**src/rtl/counter8_seq_if.sv**
```systemverilog
// Command channel between the test/config logic and the counter sequencer:
// valid/ready command transfer plus the completion/error report.
interface counter8_seq_if;
    logic       CMD_VALID;
    logic       CMD_READY;
    logic       CMD_DIR;
    logic [7:0] CMD_START;
    logic [7:0] CMD_STEPS;
    logic       DONE;
    logic       ERR;

    modport master (
        output CMD_VALID,
        output CMD_DIR,
        output CMD_START,
        output CMD_STEPS,
        input  CMD_READY,
        input  DONE,
        input  ERR
    );

    modport slave (
        input  CMD_VALID,
        input  CMD_DIR,
        input  CMD_START,
        input  CMD_STEPS,
        output CMD_READY,
        output DONE,
        output ERR
    );
endinterface

```
**src/rtl/counter8_seq.sv**
```systemverilog
// Sequencer that loads, starts, runs and checks one 8-bit start/end-controlled
// up/down counter for a single (direction, start, steps) command at a time.
module counter8_seq #(
    parameter bit CHK_EN = 1'b1
) (
    input  logic             CLK,
    input  logic             RESETn,
    counter8_seq_if.slave    cmd,
    input  logic             PAUSE,
    input  logic             ABORT,
    input  logic [7:0]       CNT_DOUT,
    output logic             MODE_SEL,
    output logic             LOAD,
    output logic [7:0]       DIN,
    output logic             INC_START,
    output logic             INC_END,
    output logic             DEC_START,
    output logic             DEC_END,
    output logic             HOLD,
    output logic             CLR
);

    localparam int DATA_W = 8;

    typedef enum logic [2:0] {
        S_IDLE,
        S_LOAD,
        S_START,
        S_RUN,
        S_CHECK,
        S_ABORT
    } state_t;

    state_t              state_q;
    state_t              state_d;

    logic [DATA_W-1:0]   rem_q;
    logic [DATA_W-1:0]   exp_q;
    logic                mode_q;
    logic [DATA_W-1:0]   din_q;
    logic                load_q;
    logic                inc_start_q;
    logic                dec_start_q;
    logic                clr_q;
    logic                ready_q;
    logic                done_q;
    logic                err_q;

    logic                accept;
    logic                end_pulse;
    logic                err_chk;
    logic                finishing;

    // Final counter value after 'steps' counts from 'start'; wraps modulo 256.
    function automatic logic [DATA_W-1:0] wrap_target(
        input logic              dir,
        input logic [DATA_W-1:0] start,
        input logic [DATA_W-1:0] steps
    );
        logic [DATA_W-1:0] t;
        if (dir) t = start + steps;
        else     t = start - steps;
        return t;
    endfunction

    always_ff @(posedge CLK or negedge RESETn) begin
        if (!RESETn) state_q <= S_IDLE;
        else         state_q <= state_d;
    end

    always_comb begin
        state_d   = state_q;
        accept    = 1'b0;
        end_pulse = 1'b0;
        err_chk   = 1'b0;
        case (state_q)
            S_IDLE: begin
                if (cmd.CMD_VALID) begin
                    accept  = 1'b1;
                    state_d = S_LOAD;
                end
            end
            S_LOAD: begin
                state_d = (rem_q != '0) ? S_START : S_CHECK;
            end
            S_START: begin
                state_d = S_RUN;
            end
            S_RUN: begin
                if (!PAUSE && rem_q == DATA_W'(1)) begin
                    end_pulse = 1'b1;
                    state_d   = S_CHECK;
                end
            end
            S_CHECK: begin
                err_chk = CHK_EN && (CNT_DOUT != exp_q);
                state_d = S_IDLE;
            end
            S_ABORT: begin
                state_d = S_IDLE;
            end
            default: begin
                state_d = S_IDLE;
            end
        endcase
        // Abort overrides every transition of an active command.
        if (ABORT && state_q != S_IDLE && state_q != S_ABORT)
            state_d = S_ABORT;
    end

    assign finishing = (state_q == S_CHECK || state_q == S_ABORT) && (state_d == S_IDLE);

    // Command capture and step bookkeeping
    always_ff @(posedge CLK or negedge RESETn) begin
        if (!RESETn) begin
            mode_q <= 1'b0;
            din_q  <= '0;
            rem_q  <= '0;
            exp_q  <= '0;
        end else begin
            if (accept) begin
                mode_q <= cmd.CMD_DIR;
                din_q  <= cmd.CMD_START;
                rem_q  <= cmd.CMD_STEPS;
                exp_q  <= wrap_target(cmd.CMD_DIR, cmd.CMD_START, cmd.CMD_STEPS);
            end else if (state_q == S_RUN && !PAUSE && rem_q != '0) begin
                rem_q <= rem_q - DATA_W'(1);
            end
        end
    end

    // Registered strobes follow the state being entered, so they are high
    // exactly for the cycle spent in that state.
    always_ff @(posedge CLK or negedge RESETn) begin
        if (!RESETn) begin
            load_q      <= 1'b0;
            inc_start_q <= 1'b0;
            dec_start_q <= 1'b0;
            clr_q       <= 1'b0;
            ready_q     <= 1'b1;
            done_q      <= 1'b0;
            err_q       <= 1'b0;
        end else begin
            load_q      <= (state_d == S_LOAD);
            inc_start_q <= (state_d == S_START) &&  mode_q;
            dec_start_q <= (state_d == S_START) && !mode_q;
            clr_q       <= (state_d == S_ABORT);
            ready_q     <= (state_d == S_IDLE);
            done_q      <= finishing;
            err_q       <= finishing && ((state_q == S_ABORT) || err_chk);
        end
    end

    // End pulses and hold must act in the current cycle, hence combinational.
    assign INC_END   = end_pulse &&  mode_q;
    assign DEC_END   = end_pulse && !mode_q;
    assign HOLD      = (state_q == S_RUN) && PAUSE;

    assign MODE_SEL  = mode_q;
    assign LOAD      = load_q;
    assign DIN       = din_q;
    assign INC_START = inc_start_q;
    assign DEC_START = dec_start_q;
    assign CLR       = clr_q;

    assign cmd.CMD_READY = ready_q;
    assign cmd.DONE      = done_q;
    assign cmd.ERR       = err_q;

endmodule

```
**src/flat_wrapper.sv**
```systemverilog
// flat-port wrapper written by rule: the top's interface ports become plain ports
module counter8_seq_flat 
#(
    parameter bit CHK_EN = 1'b1
)
  (CLK, RESETn, PAUSE, ABORT, CNT_DOUT, MODE_SEL, LOAD, DIN, INC_START, INC_END, DEC_START, DEC_END, HOLD, CLR, cmd_CMD_VALID, cmd_CMD_DIR, cmd_CMD_START, cmd_CMD_STEPS, cmd_CMD_READY, cmd_DONE, cmd_ERR);
  counter8_seq_if cmd_i ();
  input  logic CLK;
  input  logic RESETn;
  input  logic PAUSE;
  input  logic ABORT;
  input  logic [7:0] CNT_DOUT;
  output logic MODE_SEL;
  output logic LOAD;
  output logic [7:0] DIN;
  output logic INC_START;
  output logic INC_END;
  output logic DEC_START;
  output logic DEC_END;
  output logic HOLD;
  output logic CLR;
  input wire logic [$bits(cmd_i.CMD_VALID)-1:0] cmd_CMD_VALID;
  input wire logic [$bits(cmd_i.CMD_DIR)-1:0] cmd_CMD_DIR;
  input wire logic [$bits(cmd_i.CMD_START)-1:0] cmd_CMD_START;
  input wire logic [$bits(cmd_i.CMD_STEPS)-1:0] cmd_CMD_STEPS;
  output wire logic [$bits(cmd_i.CMD_READY)-1:0] cmd_CMD_READY;
  output wire logic [$bits(cmd_i.DONE)-1:0] cmd_DONE;
  output wire logic [$bits(cmd_i.ERR)-1:0] cmd_ERR;
  assign cmd_i.CMD_VALID = cmd_CMD_VALID;
  assign cmd_i.CMD_DIR = cmd_CMD_DIR;
  assign cmd_i.CMD_START = cmd_CMD_START;
  assign cmd_i.CMD_STEPS = cmd_CMD_STEPS;
  assign cmd_CMD_READY = cmd_i.CMD_READY;
  assign cmd_DONE = cmd_i.DONE;
  assign cmd_ERR = cmd_i.ERR;
  counter8_seq #(.CHK_EN(CHK_EN)) u_core (.CLK(CLK), .RESETn(RESETn), .cmd(cmd_i), .PAUSE(PAUSE), .ABORT(ABORT), .CNT_DOUT(CNT_DOUT), .MODE_SEL(MODE_SEL), .LOAD(LOAD), .DIN(DIN), .INC_START(INC_START), .INC_END(INC_END), .DEC_START(DEC_START), .DEC_END(DEC_END), .HOLD(HOLD), .CLR(CLR));
endmodule
```
**config.mk**
```make
export PLATFORM = sky130hd
export DESIGN_NAME = counter8_seq_flat
export DESIGN_NICKNAME = d
export VERILOG_FILES = /design/src/rtl/counter8_seq_if.sv /design/src/rtl/counter8_seq.sv /design/src/flat_wrapper.sv
export SDC_FILE = /design/constraint.sdc
export NUM_CORES = 1
export LEC_CHECK = 0
export CORE_MARGIN = 4
export CORE_UTILIZATION = 40
export DETAILED_ROUTE_END_ITERATION = 8
export PLACE_DENSITY = 0.69
export REMOVE_ABC_BUFFERS = 1
export SLEW_MARGIN = 0
export SYNTH_ARGS = -nofsm -noshare
export SYNTH_HDL_FRONTEND = slang
export SYNTH_SLANG_ARGS = --single-unit
```
**constraint.sdc**
```tcl
create_clock -name CLK -period 1.6 [get_ports CLK]
set_clock_uncertainty 0.2 [all_clocks]
set_input_delay 0.32 -clock CLK [delete_from_list [all_inputs] [get_ports CLK]]
set_output_delay 0.32 -clock CLK [all_outputs]
set_load 0.05 [all_outputs]
```
==> run_results.csv <==
group,metric,value,unit
run_status,outcome,"complete, but fails checks",
run_status,violated_checks,"setup timing",
die,initial_utilization,0.413,
die,die_area,6540,um2
power_and_ir_drop,pwr-share-seq,0.240,
worst_setup_path,end_kind,"register",
placement,gpl.final_weighted_congestion,0.843,
synth,synth-seq-area-share,0.413,
global_routing,grt_max_degree,36,
timing,rsz0062_at_grt,"yes",
timing,clock.fmax,463,MHz
placement,dpl.cell_count,394,
synth,syn_area_per_cell,9.23,um2
clocking,numCtsBuffers,5,
synth,netlist.top_cell.by_area,"sky130_fd_sc_hd__dfrtp_1",
synth,compound_gate_portion_of_the_synthesized_area,0.163,
die,number_of_rows_in_the_core_area,26,
global_routing,gr-total-overflow,0,
synth,synth_top_family_by_area,"simple AND/OR/NAND/NOR gates",
route,detailroute.via_count,2296,
route,drt_iter0_drc,79,
power_and_ir_drop,p_int,0.00415,W
layout,final_cell_count_no_fill,434,
worst_setup_path,cp-start-kind,"input port",
synth,proportion_of_synthesized_flip_flops_having_asynchronous_set_or_reset,1.00,
route,vias_per_cell,5.29,
job,maxCapViolCount,0,
clocking,clock_insertion_delay_worst_skew,0.28,ns
layout,num-nets-final,405,
placement,detailedPlacementHpwl,4360,um
worst_setup_path,slowest_delay,0.34,ns
power_and_ir_drop,share_comb_of_total_power,0.677,
timing,setup_viol_count_final,35,
route,drt-wirelength-per-cell,17.1,um
global_routing,antenna_violations_before_repair,0,
power_and_ir_drop,report.power.total,0.00722,W
route,drc_errors,0,
placement,placedInstanceArea,3260,um2
timing,fin_crit,2.16,ns
worst_setup_path,reg2reg_setup_slack,-0.38,ns
layout,design_area,4000,um2
synth,post_synth_num_cell_types,50,
global_routing,via_count_of_the_first_global_routing_pass,2342,
synth,mux_contribution_to_synthesized_area,0.0153,
layout,postLayoutCoreUtil,0.778,
synth,synth_simple_gate_area_share,0.214,
timing,final_max_slew_viol_count,0,
layout,syn_to_final_growth,88.4,%
route,first_pass_iters,4,
power_and_ir_drop,clock_power_share,0.083,
synth,netlist_top_cells_area,"sky130_fd_sc_hd__dfrtp_1 (40%), sky130_fd_sc_hd__nand2_1 (7.4%), sky130_fd_sc_hd__ha_1 (6.5%)",
global_routing,grt_util_all_layers,0.213,
layout,layout-drive-gt1-share,0.500,
timing,tightestPinTransition,0.347,ns
worst_setup_path,crit_path_cell_trace,"buf_6 -> inv_4 -> ha_4 -> mux2_4 -> fa_2 -> a21o_1 -> a21o_1 -> a21oi_2 -> mux2i_1 -> nand3_1",
worst_hold_path,holdCritPathClass,"input port to register",
layout,insertedDiodeCount,0,
synth,synthCells,230,
timing,timing_hold_violations_final,0,
clocking,clk_pin_slew,0.07,ns
clocking,clkSinkCount,35,
global_routing,grt_first_pass_wirelength,10800,um
placement,io_buffer_count,48,
worst_setup_path,worstPathArrival,2.12,ns
synth,ys_dominant_reg_cell,"sky130_fd_sc_hd__dfrtp_1",
timing,timing.final.crit_share,1.35,
synth,netlist_area,2120,um2
timing,setup_slack,-0.561,ns
power_and_ir_drop,vdd_drop_max,1230,uV
die,die-width,80.9,um
synth,synth-xor-area-share,0.0825,
synth,synth_edf_count,0,
route,drt-total-wl,7430,um
die,dieHeight,80.9,um
worst_setup_path,cp_max_fanout,2,
worst_setup_path,cp_num_buf_inv,2,
worst_setup_path,cpMaxStageDelayCell,"sky130_fd_sc_hd__fa_2",
clocking,h-tree-depth,2,
clocking,clockBufferDepth,2,
worst_setup_path,timing.critical_path.required,1.56,ns
power_and_ir_drop,p_leak,1.86,nW
clocking,tritoncts,"done",
power_and_ir_drop,power.density_cell_area,1810,nW/um2
timing,slew_headroom,0.769,
synth,yosys.area.top_type_share,0.401,
route,antenna_left,0,
clocking,cts_hold_repair.buffers,0,
power_and_ir_drop,swShare,0.425,
die,core_area,5140,um2
worst_setup_path,top_cell_by_count_worst_path,"sky130_fd_sc_hd__a21o_1",
synth,yosys.area_share.adder,0.0742,
synth,yosys_register_bits,35,
power_and_ir_drop,p_switching,0.00307,W
clocking,ctsRootBufferMaster,"sky130_fd_sc_hd__clkbuf_8",
die,io_pins,49,
worst_setup_path,worstSetupPathType,"input port to register",
worst_setup_path,critical-path-top-delay-family,"compound AO/OA/AOI/OAI gates",
synth,ys.warnings.count,0,
-- cells in the mapped netlist (2+ instances only) --
library cell / instances
sky130_fd_sc_hd__clkbuf_1: 2
sky130_fd_sc_hd__or2_1: 2
sky130_fd_sc_hd__nor3_1: 4
sky130_fd_sc_hd__xor2_1: 9
sky130_fd_sc_hd__nand4_1: 2
sky130_fd_sc_hd__a32oi_1: 3
sky130_fd_sc_hd__a31oi_1: 3
sky130_fd_sc_hd__a21o_1: 3
sky130_fd_sc_hd__a41oi_1: 2
sky130_fd_sc_hd__o31a_1: 2
sky130_fd_sc_hd__o21ai_1: 11
sky130_fd_sc_hd__nand2b_1: 3
sky130_fd_sc_hd__o21ai_0: 3
sky130_fd_sc_hd__o211ai_1: 3
sky130_fd_sc_hd__nor3b_1: 3
sky130_fd_sc_hd__nand2_1: 42
sky130_fd_sc_hd__a21oi_1: 10
sky130_fd_sc_hd__nor4_1: 2
sky130_fd_sc_hd__xnor2_1: 11
sky130_fd_sc_hd__inv_1: 11
sky130_fd_sc_hd__and3_1: 2
sky130_fd_sc_hd__buf_2: 4
sky130_fd_sc_hd__ha_1: 11
sky130_fd_sc_hd__dfrtp_1: 34
sky130_fd_sc_hd__nand3b_1: 2
sky130_fd_sc_hd__and2_1: 3
sky130_fd_sc_hd__nor2_1: 15
sky130_fd_sc_hd__nor2b_1: 6
-- metrics by stage --
step | setup TNS, ns | setup WS (ns) | hold slack, ns
2_1_floorplan | -13.02 | -0.846 | -0.176
3_5_place_dp | -14.51 | -1.45 | 0.285
6_report | -8.75 | -0.561 | 0.193
4_1_cts | -5.72 | -0.511 | 0.205
3_3_place_gp | -13.70 | -1.41 | 0.280
5_1_grt | -10.52 | -0.708 | 0.193
-- worst paths after layout --
kind	from	end	cells after the start
max	cmd_CMD_STEPS[1]	u_core.exp_q[6]	10
min	cmd_CMD_STEPS[3]	u_core.rem_q[3]	3
max reg2reg	u_core.rem_q[1]	u_core.rem_q[3]	7
min reg2reg	u_core.exp_q[3]	u_core.exp_q[3]	2
max in group asynchronous	RESETn	u_core.cmd.CMD_READY	2
min in group asynchronous	RESETn	u_core.DIN[7]	2
-- registers in the layout (all words and copies together), names as in the netlist --
signal                count
u_core.MODE_SEL           1
u_core.INC_START          1
u_core.exp_q              8
u_core.cmd.ERR            1
u_core.DIN                8
u_core.cmd.DONE           1
u_core.cmd.CMD_READY      1
u_core.state_q            3
u_core.CLR                1
u_core.DEC_START          1
u_core.LOAD               1
u_core.rem_q              8
-- worst reg2reg max path, stage by stage, from the launching register on --
cell,delay [ns]
sky130_fd_sc_hd__dfrtp_1,0.37
sky130_fd_sc_hd__inv_2,0.07
sky130_fd_sc_hd__buf_4,0.15
sky130_fd_sc_hd__ha_4,0.18
sky130_fd_sc_hd__a311oi_4,0.36
sky130_fd_sc_hd__a41oi_2,0.16
sky130_fd_sc_hd__a222oi_1,0.30
sky130_fd_sc_hd__inv_1,0.07
-- layout make-up --
type | count | area (um2)
clock buffers | 8 | 80.1
fillers | 336 | 1140
inverters | 12 | 55.1
multi-input cells | 176 | 1480
flip-flops and latches | 35 | 880
well taps | 70 | 87.6
repair buffers | 133 | 1420
-- cell families (layout without fill, tap and decap cells) --
kind of cell             Yosys count  in the layout
buffers and inverters             19            153
XOR/XNOR                          20             20
flip-flops                        35             35
adder cells (fa/ha/maj)           12             12
multiplexers                       3              3
AND/OR/NAND/NOR                   91             91
AO/OA/AOI/OAI                     50             50
-- repair_timing --
| action | in CTS | in global routing |
|---|---|---|
| gates resized for setup | 96 | 45 |
| buffers inserted | 16 | 20 |
| pin swaps | 46 | 35 |
| gates cloned | 0 | 2 |
| endpoints found under the setup margin | 35 | 35 |
-- cell usage in the layout, fill, tap and decap left out, types with 4 or more instances in the layout --
| cell | netlist | final |
|---|---|---|
| sky130_fd_sc_hd__buf_12 | 0 | 21 |
| sky130_fd_sc_hd__o21ai_1 | 11 | 10 |
| sky130_fd_sc_hd__nor3_2 | 1 | 4 |
| sky130_fd_sc_hd__dlygate4sd2_1 | 0 | 6 |
| sky130_fd_sc_hd__clkdlybuf4s50_1 | 0 | 17 |
| sky130_fd_sc_hd__buf_4 | 1 | 57 |
| sky130_fd_sc_hd__buf_6 | 0 | 27 |
| sky130_fd_sc_hd__ha_4 | 0 | 5 |
| sky130_fd_sc_hd__a21oi_2 | 0 | 6 |
| sky130_fd_sc_hd__ha_1 | 11 | 6 |
| sky130_fd_sc_hd__xor2_1 | 9 | 8 |
| sky130_fd_sc_hd__inv_1 | 11 | 6 |
| sky130_fd_sc_hd__nand2_2 | 0 | 10 |
| sky130_fd_sc_hd__nand2_1 | 42 | 30 |
| sky130_fd_sc_hd__a21oi_1 | 10 | 4 |
| sky130_fd_sc_hd__dfrtp_1 | 34 | 32 |
| sky130_fd_sc_hd__inv_4 | 0 | 4 |
| sky130_fd_sc_hd__nor2_1 | 15 | 11 |
| sky130_fd_sc_hd__clkbuf_8 | 0 | 5 |
| sky130_fd_sc_hd__xnor2_1 | 11 | 8 |
-- power groups by stage --
stage	Clock (W)	Combinational, W	Sequential (W)
2_1_floorplan	0	0.00116	0.00222
3_3_place_gp	0	0.00346	0.00170
3_5_place_dp	0	0.00354	0.00172
4_1_cts	0.000610	0.00429	0.00170
5_1_grt	0.000662	0.00516	0.00177
6_report	0.000603	0.00489	0.00173
-- routing by layer --
layer | global-route usage | up-vias | routed length [um]
li1 | - | 1066 | -
met2 | 0.381 | 87 | 3930
met1 | 0.247 | 1120 | 2920
met3 | 0.0477 | 23 | 369
met4 | 0.0828 | 0 | 210
met5 | 0 | - | 0
Note: power is estimated with default switching activity, not from simulation.
